File: config.mk
export PLATFORM = sky130hd
export DESIGN_NAME = riscv_dmem_split_sequencer_flat
export DESIGN_NICKNAME = d
export VERILOG_FILES = /design/src/rtl/riscv_dmem_split_sequencer_if.sv /design/src/rtl/riscv_dmem_split_sequencer.sv /design/src/flat_wrapper.sv
export SDC_FILE = /design/constraint.sdc
export NUM_CORES = 1
export LEC_CHECK = 0
export CAP_MARGIN = 20
export CORE_MARGIN = 2
export CORE_UTILIZATION = 45
export DETAILED_ROUTE_END_ITERATION = 10
export GPL_ROUTABILITY_DRIVEN = 0
export PLACE_DENSITY = 0.87
export SLEW_MARGIN = 20
export SYNTH_ARGS = -nofsm -noshare
export SYNTH_HDL_FRONTEND = slang
export SYNTH_SLANG_ARGS = --single-unit
File: constraint.sdc
create_clock -name clk -period 2.8 [get_ports clk]
set_input_delay 0.28 -clock clk [delete_from_list [all_inputs] [get_ports clk]]
set_output_delay 0.28 -clock clk [all_outputs]
set_load 0.005 [all_outputs]
File: src/rtl/riscv_dmem_split_sequencer_if.sv
// Data-memory bus between the access sequencer and the memory.
// master: drives the request beat; slave: returns ack and read data.
interface riscv_dmem_split_sequencer_if #(
    parameter int DATA_W = 32,
    parameter int ADDR_W = 32
);
    localparam int B = DATA_W / 8;

    logic              bus_valid;
    logic              bus_ack;
    logic [ADDR_W-1:0] bus_addr;
    logic              bus_write;
    logic              bus_sequential;
    logic [B-1:0]      bus_byte_en;
    logic [DATA_W-1:0] bus_wdata;
    logic [DATA_W-1:0] bus_rdata;

    modport master (
        output bus_valid,
        output bus_addr,
        output bus_write,
        output bus_sequential,
        output bus_byte_en,
        output bus_wdata,
        input  bus_ack,
        input  bus_rdata
    );

    modport slave (
        input  bus_valid,
        input  bus_addr,
        input  bus_write,
        input  bus_sequential,
        input  bus_byte_en,
        input  bus_wdata,
        output bus_ack,
        output bus_rdata
    );
endinterface

File: src/rtl/riscv_dmem_split_sequencer.sv
// Data-memory access sequencer: one load/store in, one or two aligned
// bus beats out, one merged and sign-extended completion back.
// Ports: clk, reset (sync, active-high); req_* request handshake;
// bus (master modport) for bus beats; done_* completion pulse + faults.
module riscv_dmem_split_sequencer #(
    parameter int DATA_W           = 32,
    parameter int ADDR_W           = 32,
    parameter int ALLOW_MISALIGNED = 1
) (
    input  logic              clk,
    input  logic              reset,
    input  logic              req_valid,
    output logic              req_ready,
    input  logic [ADDR_W-1:0] req_addr,
    input  logic              req_write,
    input  logic [1:0]        req_size,
    input  logic              req_signed,
    input  logic [DATA_W-1:0] req_wdata,
    riscv_dmem_split_sequencer_if.master bus,
    output logic              done_valid,
    output logic [DATA_W-1:0] done_rdata,
    output logic              load_misaligned,
    output logic              store_misaligned,
    output logic              size_fault
);
    localparam int B  = DATA_W / 8;
    localparam int OW = $clog2(B);
    localparam int MW = 2 * B;

    typedef enum logic [1:0] {
        IDLE,
        BEAT1,
        BEAT2,
        DONE
    } state_t;

    state_t state_q;
    state_t state_d;

    // Request decode, consumed only on accept.
    logic [OW-1:0]     req_off;
    logic [3:0]        req_n;
    logic [7:0]        req_nmask;
    logic              req_mis;
    logic              req_mis_flt;
    logic              req_cross;
    logic              req_size_flt;
    logic              req_fault;
    logic [MW-1:0]     req_mask;
    logic [DATA_W-1:0] req_wrot;

    // Held access.
    logic [ADDR_W-1:0] addr_q;
    logic [1:0]        size_q;
    logic              write_q;
    logic              signed_q;
    logic              cross_q;
    logic [MW-1:0]     mask_q;
    logic [DATA_W-1:0] wdata_q;
    logic [DATA_W-1:0] lo_q;
    logic [DATA_W-1:0] hi_q;
    logic              lmis_q;
    logic              smis_q;
    logic              sflt_q;

    logic [ADDR_W-1:0] addr_al;
    logic              fault_any;
    logic              accept;

    logic [DATA_W-1:0] shifted;
    logic [DATA_W-1:0] merged;
    logic              sign_bit;
    int                nbytes;

    always_comb begin
        req_off = req_addr[OW-1:0];
        req_n   = 4'd1 << req_size;
        unique case (req_size)
            2'd0:    req_nmask = 8'h01;
            2'd1:    req_nmask = 8'h03;
            2'd2:    req_nmask = 8'h0F;
            default: req_nmask = 8'hFF;
        endcase
        req_mis      = (4'(req_off) & (req_n - 4'd1)) != 4'd0;
        req_cross    = (int'(req_off) + int'(req_n)) > B;
        req_size_flt = (DATA_W == 32) && (req_size == 2'd3);
        req_mis_flt  = req_mis && (ALLOW_MISALIGNED == 0);
        req_fault    = req_size_flt || req_mis_flt;
        req_mask     = MW'(req_nmask) << req_off;
        // Rotate left by the byte offset: low half of {w,w} >> (W - sh).
        req_wrot = DATA_W'({req_wdata, req_wdata}
                           >> (DATA_W - 8 * int'(req_off)));
    end

    assign accept    = (state_q == IDLE) && req_valid;
    assign addr_al   = addr_q & ~ADDR_W'(B - 1);
    assign fault_any = lmis_q | smis_q | sflt_q;

    always_ff @(posedge clk) begin
        if (reset) begin
            state_q <= IDLE;
        end else begin
            state_q <= state_d;
        end
    end

    always_ff @(posedge clk) begin
        if (reset) begin
            addr_q   <= '0;
            size_q   <= '0;
            write_q  <= 1'b0;
            signed_q <= 1'b0;
            cross_q  <= 1'b0;
            mask_q   <= '0;
            wdata_q  <= '0;
            lo_q     <= '0;
            hi_q     <= '0;
            lmis_q   <= 1'b0;
            smis_q   <= 1'b0;
            sflt_q   <= 1'b0;
        end else begin
            if (accept) begin
                addr_q   <= req_addr;
                size_q   <= req_size;
                write_q  <= req_write;
                signed_q <= req_signed;
                cross_q  <= req_cross;
                mask_q   <= req_mask;
                wdata_q  <= req_wrot;
                lo_q     <= '0;
                hi_q     <= '0;
                sflt_q   <= req_size_flt;
                // Size fault takes precedence over alignment.
                lmis_q <= !req_size_flt && req_mis_flt && !req_write;
                smis_q <= !req_size_flt && req_mis_flt && req_write;
            end
            if (state_q == BEAT1 && bus.bus_ack && !write_q) begin
                lo_q <= bus.bus_rdata;
            end
            if (state_q == BEAT2 && bus.bus_ack && !write_q) begin
                hi_q <= bus.bus_rdata;
            end
        end
    end

    // Load merge: align the two beats, clear or sign-fill above N bytes.
    always_comb begin
        shifted  = DATA_W'({hi_q, lo_q} >> {addr_q[OW-1:0], 3'b000});
        nbytes   = 1 << size_q;
        sign_bit = 1'b0;
        for (int i = 0; i < B; i++) begin
            if (i == nbytes - 1) begin
                sign_bit = shifted[8*i+7];
            end
        end
        sign_bit = sign_bit & signed_q;
        merged   = '0;
        for (int i = 0; i < B; i++) begin
            merged[8*i +: 8] = (i < nbytes) ? shifted[8*i +: 8]
                                            : {8{sign_bit}};
        end
    end

    always_comb begin
        state_d            = state_q;
        req_ready          = 1'b0;
        bus.bus_valid      = 1'b0;
        bus.bus_addr       = addr_al;
        bus.bus_write      = write_q;
        bus.bus_sequential = 1'b0;
        bus.bus_byte_en    = '0;
        bus.bus_wdata      = wdata_q;
        done_valid         = 1'b0;
        done_rdata         = '0;
        load_misaligned    = 1'b0;
        store_misaligned   = 1'b0;
        size_fault         = 1'b0;
        unique case (state_q)
            IDLE: begin
                req_ready = 1'b1;
                if (req_valid) begin
                    state_d = req_fault ? DONE : BEAT1;
                end
            end
            BEAT1: begin
                bus.bus_valid   = 1'b1;
                bus.bus_byte_en = mask_q[B-1:0];
                if (bus.bus_ack) begin
                    state_d = cross_q ? BEAT2 : DONE;
                end
            end
            BEAT2: begin
                bus.bus_valid      = 1'b1;
                bus.bus_sequential = 1'b1;
                bus.bus_addr       = addr_al + ADDR_W'(B);
                bus.bus_byte_en    = mask_q[MW-1:B];
                if (bus.bus_ack) begin
                    state_d = DONE;
                end
            end
            DONE: begin
                done_valid       = 1'b1;
                load_misaligned  = lmis_q;
                store_misaligned = smis_q;
                size_fault       = sflt_q;
                if (!write_q && !fault_any) begin
                    done_rdata = merged;
                end
                state_d = IDLE;
            end
            default: state_d = IDLE;
        endcase
    end
endmodule

File: src/flat_wrapper.sv
// flat-port wrapper written by rule: the top's interface ports become plain ports
module riscv_dmem_split_sequencer_flat 
#(
    parameter int DATA_W           = 32,
    parameter int ADDR_W           = 32,
    parameter int ALLOW_MISALIGNED = 1
)
  (clk, reset, req_valid, req_ready, req_addr, req_write, req_size, req_signed, req_wdata, done_valid, done_rdata, load_misaligned, store_misaligned, size_fault, bus_bus_valid, bus_bus_addr, bus_bus_write, bus_bus_sequential, bus_bus_byte_en, bus_bus_wdata, bus_bus_ack, bus_bus_rdata);
  riscv_dmem_split_sequencer_if #(.DATA_W(DATA_W), .ADDR_W(ADDR_W)) bus_i ();
  input  logic clk;
  input  logic reset;
  input  logic req_valid;
  output logic req_ready;
  input  logic [ADDR_W-1:0] req_addr;
  input  logic req_write;
  input  logic [1:0] req_size;
  input  logic req_signed;
  input  logic [DATA_W-1:0] req_wdata;
  output logic done_valid;
  output logic [DATA_W-1:0] done_rdata;
  output logic load_misaligned;
  output logic store_misaligned;
  output logic size_fault;
  output wire logic [$bits(bus_i.bus_valid)-1:0] bus_bus_valid;
  output wire logic [$bits(bus_i.bus_addr)-1:0] bus_bus_addr;
  output wire logic [$bits(bus_i.bus_write)-1:0] bus_bus_write;
  output wire logic [$bits(bus_i.bus_sequential)-1:0] bus_bus_sequential;
  output wire logic [$bits(bus_i.bus_byte_en)-1:0] bus_bus_byte_en;
  output wire logic [$bits(bus_i.bus_wdata)-1:0] bus_bus_wdata;
  input wire logic [$bits(bus_i.bus_ack)-1:0] bus_bus_ack;
  input wire logic [$bits(bus_i.bus_rdata)-1:0] bus_bus_rdata;
  assign bus_bus_valid = bus_i.bus_valid;
  assign bus_bus_addr = bus_i.bus_addr;
  assign bus_bus_write = bus_i.bus_write;
  assign bus_bus_sequential = bus_i.bus_sequential;
  assign bus_bus_byte_en = bus_i.bus_byte_en;
  assign bus_bus_wdata = bus_i.bus_wdata;
  assign bus_i.bus_ack = bus_bus_ack;
  assign bus_i.bus_rdata = bus_bus_rdata;
  riscv_dmem_split_sequencer #(.DATA_W(DATA_W), .ADDR_W(ADDR_W), .ALLOW_MISALIGNED(ALLOW_MISALIGNED)) u_core (.clk(clk), .reset(reset), .req_valid(req_valid), .req_ready(req_ready), .req_addr(req_addr), .req_write(req_write), .req_size(req_size), .req_signed(req_signed), .req_wdata(req_wdata), .bus(bus_i), .done_valid(done_valid), .done_rdata(done_rdata), .load_misaligned(load_misaligned), .store_misaligned(store_misaligned), .size_fault(size_fault));
endmodule
# Yosys cells after proc, flatten, opt, wreduce, memory -nomap -nowiden
# Index checks and enable logic that the tools add are counted.
[op_classes]
add_sub_neg = 4
n_mul = 0
div = 0
order_cmp = 5
n_eq_ne = 12
n_shift = 5
muxes = 27
n_bitwise = 1
reduce_logical = 15
[op_table]
columns = ["operator", "count"]
rows = [
  ["two-way mux 32 bit", 6],
  ["equality test 3 x 32 -> 1 bit, first input constant", 2],
  ["< comparator 3 x 32 -> 1 bit, first input constant", 2],
  [">> shifter 64 x 32 -> 32 bit", 1],
  [">> shifter 64 x 5 -> 32 bit", 1],
  ["adder 32 x 3 -> 32 bit, second input constant", 1],
  ["equality test 2 x 32 -> 1 bit, first input constant", 1],
  ["> comparator 32 x 4 -> 1 bit, second input constant", 1],
  ["logical NOT 32 bit", 1],
  ["< comparator 1 x 32 -> 1 bit, first input constant", 1],
  ["< comparator 2 x 32 -> 1 bit, first input constant", 1],
  ["two-way mux 8 bit", 4],
  ["<< shifter 1 x 2 -> 32 bit, first input constant", 1],
  ["subtractor 32 x 2 -> 32 bit, second input constant", 1],
  ["one-hot mux 8 bit (3 select lines)", 1],
  ["two-way mux 1 bit", 10],
  ["equality test 2 bit, second input constant", 4],
  ["two-way mux 2 bit", 4],
  ["one-hot mux 2 bit (4 select lines)", 1],
  ["one-hot mux 4 bit (2 select lines)", 1],
  ["<< shifter 8 x 2 -> 8 bit", 1],
  ["subtractor 6 x 5 -> 7 bit, first input constant", 1],
  ["logical AND 1 bit", 6],
  ["!= test 2 bit, second input constant", 3],
  ["9 further kinds", 13],
]
[totals]
register_bits = 144
latchBits = 0
ramBits = 0
rom_bits = 0
output_inout_bits = 108
memories = 0

# Longest topological paths before layout
[depth]
depth_word = 11
ltp_mapped = 10
ltp_nobuf = 7

# Least setup slack after synthesis
# OpenSTA, ideal clock, no wires.
[synth_timing]
path_kind = "input-to-reg"
from = "in req_addr[0]"
to = "reg u_core.wdata_q[10], in the netlist u_core.bus.bus_wdata[10]"
arrival_ns = 1.991
t_required_ns = 2.729
slack_ns = 0.739
stages = 10
n_path_buf = 4
path_cell_list = "buf_2 inv_1 buf_2 ha_1 buf_2 inv_1 clkbuf_1 a221oi_1 or3_1 a21oi_1"
[synth_via]
elab_chain_len = 2
[synth_lines]
columns = ["element", "line", "rtl"]
rows = [
  ["start, declared", "flat_wrapper.sv:14", "input logic [ADDR_W-1:0] req_addr;"],
  ["subtractor 6 x 5 -> 7 bit", "riscv_dmem_split_sequencer.sv:92", ">> (DATA_W - 8 * int'(req_off)));"],
  [">> shifter 64 x 32 -> 32 bit", "riscv_dmem_split_sequencer.sv:91", "req_wrot = DATA_W'({req_wdata, req_wdata}"],
  ["end signal, assigned", "riscv_dmem_split_sequencer.sv:129", "wdata_q <= req_wrot;"],
  ["end, declared", "riscv_dmem_split_sequencer.sv:59", "logic [DATA_W-1:0] wdata_q;"],
]
# Every way passes these cells.
# A chain may end at the register's enable or synchronous reset.

# Final worst setup path
[layout_timing]
from = "reg u_core.state_q[0]"
to = "out done_rdata[8]"
[layout_via]
elab_chain_len = 2
[layout_lines]
columns = ["element", "line", "rtl"]
rows = [
  ["start, declared", "riscv_dmem_split_sequencer.sv:37", "state_t state_q;"],
  ["start signal, assigned", "riscv_dmem_split_sequencer.sv:103", "state_q <= state_d;"],
  ["equality test 2 bit", "riscv_dmem_split_sequencer.sv:178", "unique case (state_q)"],
  ["two-way mux 32 bit", "riscv_dmem_split_sequencer.sv:178", ""],
  ["end, declared", "flat_wrapper.sv:20", "output logic [DATA_W-1:0] done_rdata;"],
]
# Every way passes these cells.

==> results.toml <==
[power]
p_comb_frac = 0.331
seq_power_share = 0.337
intPower_mw = 4.97
power.leakage_nw = 4.12
switching_share = 0.332
clkPwrFrac = 0.332
vdd_drop_max_v = 0.000553
p_per_area_nw_per_um2 = 700
p_sw_mw = 2.47

[place]
place_area_um2 = 9790
hpwl_mm = 16.4
place_worst_setup_slack_ps = 206
portBuffers = 207
placedCellCount = 1348

[detailed_routing]
vias_per_cell = 5.67
drt_first_pass_iters = 5
postRouteAntennaNets = 0
drc = 0
drt_wl_total_mm = 23.5
num_vias = 7878
drtIter0Drc = 433
wl_per_cell_um = 16.9

[final_layout]
nFillCells = 1365
layout_common_cells = "nand2_1 (190), clkdlybuf4s50_1 (190), a21oi_1 (134), dfxtp_1 (126), nand3_1 (77)"
syn_to_final_growth_pct = 40.6
final_cells = 1389
final_util = 0.645
drive_above_1_share = 0.105
finalInstanceArea_um2 = 10600
layout.nets = 1269
seqCellArea_um2 = 2740
multiInputGateArea_um2 = 4440

[yosys]
synth_cell_types = 54
syn_avg_cell_area_um2 = 7.71
synth-seq-area-share = 0.361
synth_ff_type = "dfxtp_1"
synth_edf_count = 0
ys_seq_elements = 136
syn_area_um2 = 7550
yosysWarnings = 0
synthArstFlopShare = 0
synth_top_area_cell = "dfxtp_1"
synth_area_leaders = "dfxtp_1 (36%), nand2_1 (9.5%), a21oi_1 (8.9%), mux2i_1 (6.6%), nand3_1 (5.2%)"
synth_top_area_share = 0.361
syn_inst = 979

[worst_setup_path]
cp_data_arrival_time_ps = 2420
r2r_start = "u_core.state_q[1]$_SDFFE_PP0P_"
cp_data_required_time_ps = 2520
cp-startpoint = "u_core.state_q[0]$_SDFFE_PP0P_"
start_kind = "flop"
end_kind = "primary output"
path_class = "flop to primary output"
r2r_slack_ps = 730
critPathMaxFanout = 8

[timing]
fin_crit_sh = 0.964
fin_ws_ps = 101
tightest_slew_ps = 650
hold_viol = 0
finalMaxSlewViolations = 0
rsz0062_at_grt = "true"
setup_violations = 0
max_freq_mhz = 370
layout_min_cycle_time_ps = 2700
slew_headroom = 0.567
final.setup_skew_ps = 6.20

[worst_hold_path]
hp-start = "reset"
holdCritPathClass = "primary input to flop"

[global_routing]
grt_overflow = 0
first_global_vias = 7240
grt_pass1_wl_mm = 36.5
antenna_found_initial = 1
grt_max_degree = 109
grt.total_usage = 0.255

[clock_network]
cts_tree = "built"
ctsHoldBuffers = 0
cts-buffers-inserted = 17
clk_latency_ps = 420
clockRootBuffer = "clkbuf_16"
clk_path_buf_depth = 2
ctsHtreeMaxLevel = 4
clock_sinks = 136
clk_pin_slew_ps = 70

[floorplanning]
start_util = 0.459
die_h_um = 134
row_count = 47
die_x_um = 134
pin_count = 212
core_um2 = 16500
die_area_um2 = 17800

[job]
drv_cap = 0

[run_status]
outcome = "completed"
## what timing repair did
item | CTS | global route
buffers inserted | 3 | 4
resized for setup | 8 | 36
pin swaps | 2 | 7
hold endpoints to repair | 0 | 0
setup endpoints to repair | 33 | 41
cloned | 0 | 1
## cell usage after synthesis (all sizes together), types with 4 or more instances
cell type	n
buf	35
ha	9
dfxtp	136
a22oi	11
clkbuf	52
nor2b	12
xor2	5
a211oi	24
nor2	62
nand4	14
nand2	192
a21oi	134
nor3	4
o21ai	36
a221oi	10
xnor2	24
o221ai	8
nand3	78
mux2i	50
and2	6
inv	14
a22o	4
a211o	7
or3	4
mux2	13
nand2b	9
## metrics by stage
stage | total power, mW | hold slack (ps) | TNS (ps)
2_1_floorplan | 3.86 | 416 | 0
3_3_place_gp | 4.88 | 440 | 0
3_5_place_dp | 4.93 | 444 | 0
4_1_cts | 7.41 | 216 | -166
5_1_grt | 7.79 | 243 | -27.4
6_report | 7.43 | 229 | 0
## layer usage
layer | up-vias | global-route usage | wire, µm | part of all wire
li1 | 3783 | - | - | -
met1 | 3695 | 0.321 | 9710 | 0.41
met2 | 338 | 0.416 | 11100 | 0.47
met3 | 62 | 0.0647 | 1980 | 0.084
met4 | 0 | 0.105 | 749 | 0.032
met5 | - | 0 | 0 | 0
## cell type report
type                            count  share of cell area
Inverter                           14             0.00495
Tap cell                          220              0.0259
Sequential cell                   136               0.258
Clock buffer                       17              0.0401
Clock inverter                     15              0.0213
Timing Repair Buffer              241               0.231
Antenna cell                        1            0.000236
Multi-Input combinational cell    745               0.418
## path summary, 6_finish.rpt
| path | depth (start not counted) | endpoint |
|---|---|---|
| hold / removal | 2 | u_core.bus.bus_wdata[16]$_SDFFE_PP0P_ |
| setup reg to reg | 6 | u_core.bus.bus_wdata[25]$_SDFFE_PP0P_ |
| hold reg to reg | 2 | u_core.bus.bus_wdata[5]$_SDFFE_PP0P_ |
| setup / recovery | 6 | done_rdata[8] |
## cell families (layout without fill, tap and decap cells)
logic type,count (synthesis),after routing,share of synthesized area
muxes,64,64,0.0887
DFF,136,136,0.361
adders and majority gates,10,10,0.0176
and+or+nand+nor,394,394,0.240
other,1,5,0.000497
AOI/OAI and AO/OA,244,244,0.198
buffers and inverters,101,287,0.0612
xor gates and xnor gates,29,29,0.0336
## power groups by stage
stage | Clock, mW | Combinational [mW] | Sequential (mW)
after CTS | 2.50 | 2.43 | 2.48
after global placement | 0 | 2.37 | 2.50
after detailed placement | 0 | 2.41 | 2.51
after floorplan | 0 | 1.40 | 2.46
after global routing | 2.58 | 2.68 | 2.54
final | 2.47 | 2.46 | 2.50
## worst max-delay path, cell delays in order (launching register included)
cell and delay, ps:
dfxtp_4 370, ha_2 180, or3b_4 410, buf_4 170, a21o_4 230, nor2_1 130
clkdlybuf4s50_1 510
## registers in the layout (all words and copies together) (netlist names)
signal	count
u_core.state_q	2
u_core.size_q	2
u_core.addr_q	32
u_core.signed_q	1
u_core.bus.bus_write	1
u_core.hi_q	24
u_core.bus.bus_wdata	32
u_core.cross_q	1
u_core.sflt_q	1
u_core.lo_q	32
u_core.mask_q	8
Note: power is estimated with default switching activity, not from simulation.
